**config.mk**
```make
export PLATFORM = sky130hd
export DESIGN_NAME = seg14_scan_ctrl_flat
export DESIGN_NICKNAME = d
export VERILOG_FILES = /design/src/rtl/seg14_scan_ctrl_if.sv /design/src/rtl/seg14_scan_ctrl.sv /design/src/flat_wrapper.sv
export SDC_FILE = /design/constraint.sdc
export NUM_CORES = 1
export LEC_CHECK = 0
export ABC_AREA = 1
export BUFFER_PORTS_ARGS = -buffer_cell sky130_fd_sc_hd__buf_4
export CAP_MARGIN = 30
export CORE_ASPECT_RATIO = 1.5
export CORE_MARGIN = 8
export CORE_UTILIZATION = 40
export CTS_CLUSTER_SIZE = 20
export DETAILED_ROUTE_END_ITERATION = 10
export GPL_TIMING_DRIVEN = 0
export PLACE_DENSITY = 0.62
export SYNTH_ARGS = -nofsm -noshare
export SYNTH_HDL_FRONTEND = slang
export SYNTH_SLANG_ARGS = --single-unit
```
**constraint.sdc**
```tcl
create_clock -name clk -period 3.19 [get_ports clk]
set_clock_uncertainty 0.15 [all_clocks]
set_input_delay 0.4785 -clock clk [delete_from_list [all_inputs] [get_ports clk]]
set_output_delay 0.4785 -clock clk [all_outputs]
set_load 0.01 [all_outputs]
```
**src/rtl/seg14_scan_ctrl_if.sv**
```systemverilog
// ============================================================================
// Module   : seg14_scan_ctrl_if
// Brief    : Message-write, control and display-pin bundle for seg14_scan_ctrl.
// Revision : 1.0
// ============================================================================
`default_nettype none

interface seg14_scan_ctrl_if #(
  parameter int SEG_W     = 14,
  parameter int DIGITS    = 12,
  parameter int MSG_DEPTH = 32
) ();
  logic                           i_en;
  logic                           i_wr_en;
  logic [$clog2(MSG_DEPTH)-1:0]   i_wr_addr;
  logic [SEG_W-1:0]               i_wr_data;
  logic [$clog2(MSG_DEPTH):0]     i_msg_len;
  logic                           i_scroll_en;
  logic [DIGITS-1:0]              o_sel;
  logic [SEG_W-1:0]               o_segm;
  logic                           o_frame_done;

  modport master (
    output i_en, i_wr_en, i_wr_addr, i_wr_data, i_msg_len, i_scroll_en,
    input  o_sel, o_segm, o_frame_done
  );

  modport slave (
    input  i_en, i_wr_en, i_wr_addr, i_wr_data, i_msg_len, i_scroll_en,
    output o_sel, o_segm, o_frame_done
  );
endinterface

`default_nettype wire

```
**src/rtl/seg14_scan_ctrl.sv**
```systemverilog
// ============================================================================
// Module   : seg14_scan_ctrl
// Brief    : Multiplexed 14-segment scan scheduler with blanking and scrolling.
// Revision : 1.0
// ============================================================================
`default_nettype none

module seg14_scan_ctrl #(
  parameter int DIGITS        = 12,
  parameter int SEG_W         = 14,
  parameter int MSG_DEPTH     = 32,
  parameter int DWELL_CYC     = 1000,
  parameter int BLANK_CYC     = 8,
  parameter int SCROLL_FRAMES = 50
) (
  input  wire logic        clk,
  input  wire logic        rst_n,
  seg14_scan_ctrl_if.slave bus
);

  localparam int c_AW   = $clog2(MSG_DEPTH);
  localparam int c_LW   = c_AW + 1;
  localparam int c_DGW  = (DIGITS > 1) ? $clog2(DIGITS) : 1;
  localparam int c_CMAX = (DWELL_CYC > BLANK_CYC) ? DWELL_CYC : BLANK_CYC;
  localparam int c_CW   = $clog2(c_CMAX + 1);
  localparam int c_FW   = $clog2(SCROLL_FRAMES + 1);

  localparam logic [c_CW-1:0]   c_BLANK_LAST = c_CW'(BLANK_CYC - 1);
  localparam logic [c_CW-1:0]   c_DWELL_LAST = c_CW'(DWELL_CYC - 1);
  localparam logic [c_DGW-1:0]  c_LAST_DIGIT = c_DGW'(DIGITS - 1);
  localparam logic [c_FW-1:0]   c_FC_LAST    = c_FW'(SCROLL_FRAMES - 1);
  localparam logic [DIGITS-1:0] c_ONE_SEL    = {{(DIGITS-1){1'b0}}, 1'b1};

  typedef enum logic [1:0] {
    S_IDLE  = 2'd0,
    S_BLANK = 2'd1,
    S_DRIVE = 2'd2
  } state_t;

  state_t            r_state;
  state_t            w_state_nxt;
  logic [c_CW-1:0]   r_cnt;
  logic [c_DGW-1:0]  r_digit;
  logic [c_AW-1:0]   r_offset;
  logic [c_AW-1:0]   r_idx;
  logic [c_FW-1:0]   r_fc;
  logic [c_LW-1:0]   r_len;
  logic [DIGITS-1:0] r_sel;
  logic [SEG_W-1:0]  r_segm;
  logic              r_frame_done;
  logic [SEG_W-1:0]  r_buf [MSG_DEPTH];

  logic              w_start;
  logic              w_enter_drive;
  logic              w_next_digit;
  logic              w_frame_end;
  logic [SEG_W-1:0]  w_pattern;
  logic [c_AW-1:0]   w_idx_inc;
  logic [c_AW-1:0]   w_off_nxt;
  logic [c_AW-1:0]   w_start_off;
  logic [c_FW-1:0]   w_fc_nxt;

  always_ff @(posedge clk) begin
    if (bus.i_wr_en) begin
      r_buf[bus.i_wr_addr] <= bus.i_wr_data;
    end
  end

  always_ff @(posedge clk or negedge rst_n) begin
    if (!rst_n) begin
      r_state <= S_IDLE;
    end else begin
      r_state <= w_state_nxt;
    end
  end

  always_comb begin
    w_state_nxt   = r_state;
    w_start       = 1'b0;
    w_enter_drive = 1'b0;
    w_next_digit  = 1'b0;
    w_frame_end   = 1'b0;
    if (!bus.i_en) begin
      w_state_nxt = S_IDLE;
    end else begin
      case (r_state)
        S_IDLE: begin
          w_state_nxt = S_BLANK;
          w_start     = 1'b1;
        end
        S_BLANK: begin
          if (r_cnt == c_BLANK_LAST) begin
            w_state_nxt   = S_DRIVE;
            w_enter_drive = 1'b1;
          end
        end
        S_DRIVE: begin
          if (r_cnt == c_DWELL_LAST) begin
            w_state_nxt  = S_BLANK;
            w_next_digit = 1'b1;
            w_frame_end  = (r_digit == c_LAST_DIGIT);
          end
        end
        default: w_state_nxt = S_IDLE;
      endcase
    end
  end

  // r_idx tracks (offset + digit) mod len incrementally, so no divider is needed.
  always_comb begin
    w_pattern = '0;
    if (r_len == '0) begin
      w_pattern = '0;
    end else if (bus.i_scroll_en) begin
      w_pattern = r_buf[r_idx];
    end else if (c_LW'(r_digit) < r_len) begin
      w_pattern = r_buf[c_AW'(r_digit)];
    end

    w_idx_inc = ((c_LW'(r_idx) + c_LW'(1)) == r_len) ? '0 : r_idx + c_AW'(1);

    w_fc_nxt  = r_fc;
    w_off_nxt = r_offset;
    if (!bus.i_scroll_en) begin
      w_off_nxt = '0;
      w_fc_nxt  = '0;
    end else if (r_fc == c_FC_LAST) begin
      w_fc_nxt = '0;
      if ((r_len == '0) || ((c_LW'(r_offset) + c_LW'(1)) == r_len)) begin
        w_off_nxt = '0;
      end else begin
        w_off_nxt = r_offset + c_AW'(1);
      end
    end else begin
      w_fc_nxt = r_fc + c_FW'(1);
    end
    if (bus.i_msg_len <= c_LW'(w_off_nxt)) begin
      w_off_nxt = '0;
    end

    w_start_off = (bus.i_msg_len <= c_LW'(r_offset)) ? '0 : r_offset;
  end

  always_ff @(posedge clk or negedge rst_n) begin
    if (!rst_n) begin
      r_cnt        <= '0;
      r_digit      <= '0;
      r_offset     <= '0;
      r_idx        <= '0;
      r_fc         <= '0;
      r_len        <= '0;
      r_sel        <= '0;
      r_segm       <= '0;
      r_frame_done <= 1'b0;
    end else begin
      r_frame_done <= w_frame_end;
      if (!bus.i_en) begin
        r_cnt   <= '0;
        r_digit <= '0;
        r_sel   <= '0;
        r_segm  <= '0;
      end else if (w_start) begin
        r_cnt    <= '0;
        r_digit  <= '0;
        r_len    <= bus.i_msg_len;
        r_offset <= w_start_off;
        r_idx    <= w_start_off;
      end else if (w_enter_drive) begin
        r_cnt  <= '0;
        r_sel  <= c_ONE_SEL << r_digit;
        r_segm <= w_pattern;
      end else if (w_next_digit) begin
        r_cnt  <= '0;
        r_sel  <= '0;
        r_segm <= '0;
        if (w_frame_end) begin
          r_digit  <= '0;
          r_len    <= bus.i_msg_len;
          r_offset <= w_off_nxt;
          r_idx    <= w_off_nxt;
          r_fc     <= w_fc_nxt;
        end else begin
          r_digit <= r_digit + c_DGW'(1);
          r_idx   <= w_idx_inc;
        end
      end else if (r_state != S_IDLE) begin
        r_cnt <= r_cnt + c_CW'(1);
      end
    end
  end

  assign bus.o_sel        = r_sel;
  assign bus.o_segm       = r_segm;
  assign bus.o_frame_done = r_frame_done;

endmodule

`default_nettype wire
```
**src/flat_wrapper.sv**
```systemverilog
// flat-port wrapper written by rule: the top's interface ports become plain ports
module seg14_scan_ctrl_flat 
#(
  parameter int DIGITS        = 12,
  parameter int SEG_W         = 14,
  parameter int MSG_DEPTH     = 32,
  parameter int DWELL_CYC     = 1000,
  parameter int BLANK_CYC     = 8,
  parameter int SCROLL_FRAMES = 50
)
  (clk, rst_n, bus_i_en, bus_i_wr_en, bus_i_wr_addr, bus_i_wr_data, bus_i_msg_len, bus_i_scroll_en, bus_o_sel, bus_o_segm, bus_o_frame_done);
  seg14_scan_ctrl_if #(.SEG_W(SEG_W), .DIGITS(DIGITS), .MSG_DEPTH(MSG_DEPTH)) bus_i ();
  input  wire logic clk;
  input  wire logic rst_n;
  input wire logic [$bits(bus_i.i_en)-1:0] bus_i_en;
  input wire logic [$bits(bus_i.i_wr_en)-1:0] bus_i_wr_en;
  input wire logic [$bits(bus_i.i_wr_addr)-1:0] bus_i_wr_addr;
  input wire logic [$bits(bus_i.i_wr_data)-1:0] bus_i_wr_data;
  input wire logic [$bits(bus_i.i_msg_len)-1:0] bus_i_msg_len;
  input wire logic [$bits(bus_i.i_scroll_en)-1:0] bus_i_scroll_en;
  output wire logic [$bits(bus_i.o_sel)-1:0] bus_o_sel;
  output wire logic [$bits(bus_i.o_segm)-1:0] bus_o_segm;
  output wire logic [$bits(bus_i.o_frame_done)-1:0] bus_o_frame_done;
  assign bus_i.i_en = bus_i_en;
  assign bus_i.i_wr_en = bus_i_wr_en;
  assign bus_i.i_wr_addr = bus_i_wr_addr;
  assign bus_i.i_wr_data = bus_i_wr_data;
  assign bus_i.i_msg_len = bus_i_msg_len;
  assign bus_i.i_scroll_en = bus_i_scroll_en;
  assign bus_o_sel = bus_i.o_sel;
  assign bus_o_segm = bus_i.o_segm;
  assign bus_o_frame_done = bus_i.o_frame_done;
  seg14_scan_ctrl #(.DIGITS(DIGITS), .SEG_W(SEG_W), .MSG_DEPTH(MSG_DEPTH), .DWELL_CYC(DWELL_CYC), .BLANK_CYC(BLANK_CYC), .SCROLL_FRAMES(SCROLL_FRAMES)) u_core (.clk(clk), .rst_n(rst_n), .bus(bus_i));
endmodule
```
======== Yosys cells after proc, flatten, opt, wreduce, memory -nomap -nowiden ========
Memory sizes are Yosys's and may differ from the RTL's.
Index checks and enable logic that the tools add are counted.
operators by class
  add/subtract/negate cells ............... 7
  $lt $le $gt $ge ......................... 3
  equal/unequal tests ..................... 16
  shift operators ......................... 1
  muxes and demuxes ....................... 58
  bitwise logic cells ..................... 2
  reduce and logical (&&, ||, !) cells .... 12
operators with widths
  kind                     number
  $mux W14                 7
  $mux W5                  14
  $mux W10                 5
  $mux W12                 4
  $mux W6                  6
  $mux W4                  5
  $mux W1                  13
  $add A5 B1 Y6 const B    2
  $eq A6 B6 Y1             2
  $le A6 B5 Y1             2
  $shl A1 B4 Y12 const A   1
  $add A10 B1 Y10 const B  1
  $add A5 B1 Y5 const B    2
  $eq A10 B10 Y1 const B   1
  $eq A10 B3 Y1 const B    1
  $ne A3 B2 Y1 const B     3
  $add A6 B1 Y6 const B    1
  $eq A6 B6 Y1 const B     1
  $logic_not A6 Y1         1
  $lt A4 B6 Y1             1
  $mux W2                  3
  $ne A3 B1 Y1 const B     2
  $pmux W2 S3              1
  $reduce_and A2 Y1        3
  other kinds (14)         17
word-level totals
  bits in registers ....................... 65
  memory bits (writable) .................. 448
  output and inout bits ................... 27
  word-level logic and storage cells ...... 110
  memories ................................ 1
memories
  memory        words  width  read ports  clocked after memory_dff  wr ports  line                   RTL
  u_core.r_buf  32     14     2           0                         1         seg14_scan_ctrl.sv:51  logic [SEG_W-1:0] r_buf [MSG_DEPTH];

======== Logic depth before layout (Yosys ltp) ========
  depth after elaboration ................. 12
  mapped depth ............................ 20
  mapped depth without buffers ............ 20

======== Worst setup path after synthesis ========
No wires, ideal clock.
  path type ............................... register -> register
  start ................................... reg u_core.r_offset[1]
  end ..................................... reg u_core.r_idx[0]
  setup time .............................. 77 ps
  arrival time ............................ 2425 ps
  required time ........................... 2963 ps
  path slack .............................. 537 ps
  stages on the path, launching flop included .. 21
  path buffers ............................ 0
  period minus slack after synthesis ...... 2653 ps
  path through ............................ dfrtp_1 ha_1 inv_1 nand2_1 nand2_1 nor2_1 nand3_1 nor2_1 nand3_1 nand3_1 o21ai_0 inv_1 ha_1 inv_1 o21bai_1 nand3_1 o2111ai_1 nand2_1 nor2_1 nand3_1 a21oi_1
on the way
  longest elaborated chain between the ends .. 12
ends and longest elaborated chain
  element                 line                    RTL
  start, declared         seg14_scan_ctrl.sv:44   logic [c_AW-1:0] r_offset;
  start signal, assigned  seg14_scan_ctrl.sv:166  r_offset <= w_start_off;
  start signal, assigned  seg14_scan_ctrl.sv:179  r_offset <= w_off_nxt;
  $add A5 B1 Y6           seg14_scan_ctrl.sv:129  if ((r_len == '0) || ((c_LW'(r_offset) + c_LW'(1)) == r_len)) begin
  $eq A6 B6 Y1            seg14_scan_ctrl.sv:129
  $logic_or A1 B1 Y1      seg14_scan_ctrl.sv:129
  $mux W5                 seg14_scan_ctrl.sv:129
  $mux W5                 seg14_scan_ctrl.sv:127  end else if (r_fc == c_FC_LAST) begin
  $mux W5                 seg14_scan_ctrl.sv:124  if (!bus.i_scroll_en) begin
  $le A6 B5 Y1            seg14_scan_ctrl.sv:137  if (bus.i_msg_len <= c_LW'(w_off_nxt)) begin
  $mux W5                 seg14_scan_ctrl.sv:137
  $mux W5                 seg14_scan_ctrl.sv:176  if (w_frame_end) begin
  $mux W5                 seg14_scan_ctrl.sv:172  end else if (w_next_digit) begin
  $mux W5                 seg14_scan_ctrl.sv:168  end else if (w_enter_drive) begin
  $mux W5 *               seg14_scan_ctrl.sv:162  end else if (w_start) begin
  end signal, assigned    seg14_scan_ctrl.sv:167  r_idx <= w_start_off;
  end signal, assigned    seg14_scan_ctrl.sv:180  r_idx <= w_off_nxt;
  end signal, assigned    seg14_scan_ctrl.sv:184  r_idx <= w_idx_inc;
  end, declared           seg14_scan_ctrl.sv:45   logic [c_AW-1:0] r_idx;
Mark *: on every way between the ends. The rest lies on a longest branch, timed or not. The select of a mux whose other input is x is not followed.
A chain may end at the register's enable or synchronous reset.

======== Worst setup path in the final report ========
  start ................................... reg u_core.r_idx[2]
  end ..................................... reg u_core.r_segm[7], in the netlist u_core.bus.o_segm[7]
on the way
  longest elaborated chain between the ends .. 6
ends and longest elaborated chain
  element               line                    RTL
  $mem_v2 Z32 W14       n/a
  $mux W14              seg14_scan_ctrl.sv:114  end else if (bus.i_scroll_en) begin
  $mux W14              seg14_scan_ctrl.sv:112  if (r_len == '0) begin
  $mux W14              seg14_scan_ctrl.sv:168
  $mux W14              seg14_scan_ctrl.sv:162
  $mux W14              seg14_scan_ctrl.sv:157  if (!bus.i_en) begin
  end signal, assigned  seg14_scan_ctrl.sv:171  r_segm <= w_pattern;
  end, declared         seg14_scan_ctrl.sv:49   logic [SEG_W-1:0] r_segm;
No other way between the ends. The select of a mux whose other input is x is not followed.

==> metrics.md <==
| Metric | Value |
|---|---|
| Synth cell count leaders | `626 x nand2_1, 448 x edfxtp_1, 410 x nand3_1` |
| Type of origin of the critical path | `flop` |
| Hpwl dp | `67910 um` |
| Clock-pin slew on the worst setup and hold paths | `60 ps` |
| H-tree Lvls | `2` |
| Initial Utilization | `0.4019` |
| Pint | `12.31 mW` |
| Crit. End Element | `flop` |
| Residual DRC | `0` |
| Crit path from | `u_core.r_idx[2]$_DFFE_PN0P_` |
| Status | `complete, no violations` |
| Crit Path Max Fanout | `10` |
| CP Class | `flop to flop` |
| Root buf cell | `clkbuf_16` |
| M3 GR Usage | `0.04591` |
| Vias in the first global route | `19800` |
| Hold path start | `bus_i_en` |
| Die Width | `216.0 um` |
| Area leader, netlist | `edfxtp_1` |
| R2r startpoint | `u_core.r_idx[2]$_DFFE_PN0P_` |
| Antenna viol nets, final | `0` |
| Vias per cell | `5.841` |
| Drt initial violations | `2344` |
| Std cell rows | `110` |
| Overall power | `20.60 mW` |
| Worst reg2reg path depth | `9` |
| Mapped Nets | `2505` |
| Ys flop type | `edfxtp_1` |
| Layout overhead on the synthesized area | `15.04%` |
| Initial antenna violation count | `0` |
| RSZ-0062 raised after global routing | `false` |
| Via count | `19930` |
| Placed insts | `3319` |
| EDFF count, synth | `448` |
| Fillers | `5640` |
| Final period util | `0.9659` |
| Synth warn | `0` |
| Worst Tran Pin Value | `1137 ps` |
| Most Used Layer, Global Route | `met2` |
| Distinct cells, synth | `37` |
| Part of the power in registers | `0.367` |
| Final RePlAce weighted congestion | `0.9744` |
| Share of the synthesized area in the top cell type | `0.5604` |
| Fraction of registers with async set/reset | `0.1267` |
| Worst rel slew slack | `0.2421` |
| Top-count cell post-synth | `nand2_1` |
| IO Count | `57` |
| Total Routed Length | `94100 um` |
| Hold Path Stages | `3` |
| Leak | `10.63 nW` |
| Number of CTS-inserted buffers | `50` |
| CTS tree | `yes` |
| Clock tree buffer depth | `3` |
| Remaining Overflow, GRT | `0` |
| Minimum clock period | `3081 ps` |
| Sw frac | `0.4023` |
| Grt met2 use | `0.4800` |
| Part of the Yosys area used for sequential elements | `0.6282` |
| Worst min path class | `input pin to flop` |
| PwrDens | `746.0 mW/mm^2` |
| Crit path DAT | `3490 ps` |
| Clock power frac | `0.274` |
| Layout cells sized above 1 | `0.1161` |
| Nets | `2651` |
| DR WL/cell | `27.58 um` |
| Critical Path RT | `3600 ps` |
| Clk_lat worst skew | `650 ps` |
| DIE HEIGHT | `316.0 um` |
| Combinational share of power | `0.359` |
| Largest net degree at the start of global routing | `66` |
| # diodes | `0` |
| Final Non-Filler Cells | `3412` |
| R2r setup slk | `110 ps` |
| Max_cap viols | `0` |
| Hold Vio Cnt, Final | `0` |
| Total GRT Usage | `0.2730` |
| Fin Setup TNS | `0 ps` |
| Area contributors post-synth | `edfxtp_1 56%, nand2_1 9.8%, nand3_1 8.5%` |
| Switching Power | `8.289 mW` |
| Synth Register Bits | `513` |
| CTS sink count | `513` |
| Mapped Cells | `2451` |
| Worst r2r dst | `u_core.bus.o_segm[7]$_DFFE_PN0P_` |
| Die Area | `0.06827 sq mm` |
| Met1 Usage GRT | `0.2939` |
| First-pass GRT wire length | `135400 um` |
| Fmax achieved | `324.6 MHz` |
| Hold Path Sink | `u_core.r_digit[1]$_DFFE_PN0P_` |
| Syn_area_per_cell | `9.794 sq um` |
| Final core occ | `0.4623` |
| Max Slew Vio Count | `0` |
| Syn Std Cell Area | `0.02401 sq mm` |
| Core Footprint | `0.05973 sq mm` |
| Final hold slack | `45.15 ps` |
| Setup-failing EPs final | `0` |
| Port bufs | `54` |
| First-pass DRT Iterations | `8` |
| Max VDD drop | `0.4791 mV` |
[placed cells by master, fill, tap and decap left out, types with 9 or more instances in the layout]
master / count
o21ai_1: 9
o211ai_1: 47
edfxtp_1: 448
inv_2: 9
clkbuf_1: 67
nand2_1: 620
clkbuf_16: 52
nand2_2: 11
a21oi_1: 140
a31oi_1: 16
o21ai_0: 125
ha_1: 22
buf_1: 16
nand3_1: 406
buf_4: 61
inv_1: 151
nor2_1: 114
dfrtp_1: 63
nor2_2: 36
nand4_1: 29
buf_8: 23
buf_2: 72
[per-layer routing]
| layer | up-vias | part of all wire | routed length (um) |
|---|---|---|---|
| met5 | - | 0 | 0 |
| met2 | 1125 | 0.50 | 47270 |
| met3 | 352 | 0.070 | 6546 |
| met4 | 0 | 0.082 | 7755 |
| li1 | 8833 | - | - |
| met1 | 9620 | 0.35 | 32520 |
[stage by stage]
| step | instance area [sq um] | worst slack, ps |
|---|---|---|
| after floorplan | 24010 | 537.5 |
| after global placement | 25390 | -458.9 |
| after detailed placement | 25910 | -386.2 |
| after CTS | 27490 | 9.383 |
| after global routing | 27620 | 15.89 |
| final | 27620 | 108.9 |
[cell type report]
cell class / instances / area, sq um / area share
Buffer: 151 / 686.9 / 0.02487
Clock inverter: 19 / 141.4 / 0.005120
Sequential cell: 513 / 15080 / 0.5461
Clock buffer: 64 / 1356 / 0.04911
Tap cell: 784 / 980.9 / 0.03552
Timing Repair Buffer: 94 / 942.2 / 0.03412
Multi-Input combinational cell: 1626 / 7823 / 0.2833
Inverter: 161 / 604.3 / 0.02188
[sequential cells by signal (all words and copies together), names as in the netlist]
signal and flops:
u_core.r_digit 4, u_core.r_len 6, u_core.bus.o_frame_done 1, u_core.r_state 2, u_core.r_buf 448, u_core.r_fc 6, u_core.r_cnt 10, u_core.r_offset 5
u_core.r_idx 5, u_core.bus.o_sel 12, u_core.bus.o_segm 14
[worst max-delay path: stages (launching register included)]
cell	delay (ps)
dfrtp_1	480
inv_1	270
buf_2	340
buf_1	780
nand3_1	220
nand3_1	140
nand3_1	140
nand3_1	150
nand2_1	210
nand2_1	120
[power by group through the flow]
stage	registers [mW]	clock network, mW	logic, mW
5_1_grt	7.57	5.93	7.80
2_1_floorplan	7.65	0	3.97
3_3_place_gp	7.69	0	7.01
4_1_cts	7.56	5.70	7.13
6_report	7.56	5.65	7.39
3_5_place_dp	7.70	0	7.09
[kinds of logic after synthesis]
logic type      Yosys count  share of synthesized area
fa+ha+maj                24                    0.01251
buf+inv                 312                    0.05369
xor+xnor                  6                   0.002189
compound gates          358                    0.08240
flops                   513                     0.6282
simple gates           1238                     0.2210
[worst max-delay path by stage]
stage	endpoint	cells past startpoint	slack, ps
after global placement	u_core.r_idx[3]$_DFFE_PN0P_	13	-460
after CTS	u_core.bus.o_segm[7]$_DFFE_PN0P_	8	9
after global routing	u_core.r_idx[3]$_DFFE_PN0P_	17	20
after floorplan	u_core.r_idx[0]$_DFFE_PN0P_	20	540
after detailed placement	u_core.r_idx[3]$_DFFE_PN0P_	13	-390
final	u_core.bus.o_segm[7]$_DFFE_PN0P_	9	110
[what timing repair did]
item	4_1_cts	5_1_grt
endpoints found under the setup margin	10	10
endpoints found under the hold margin	71	0
buffers inserted	0	2
gates resized for setup	4	28
pin swaps	0	12
hold buffers	7	0
(Power assumes the default switching activity.)
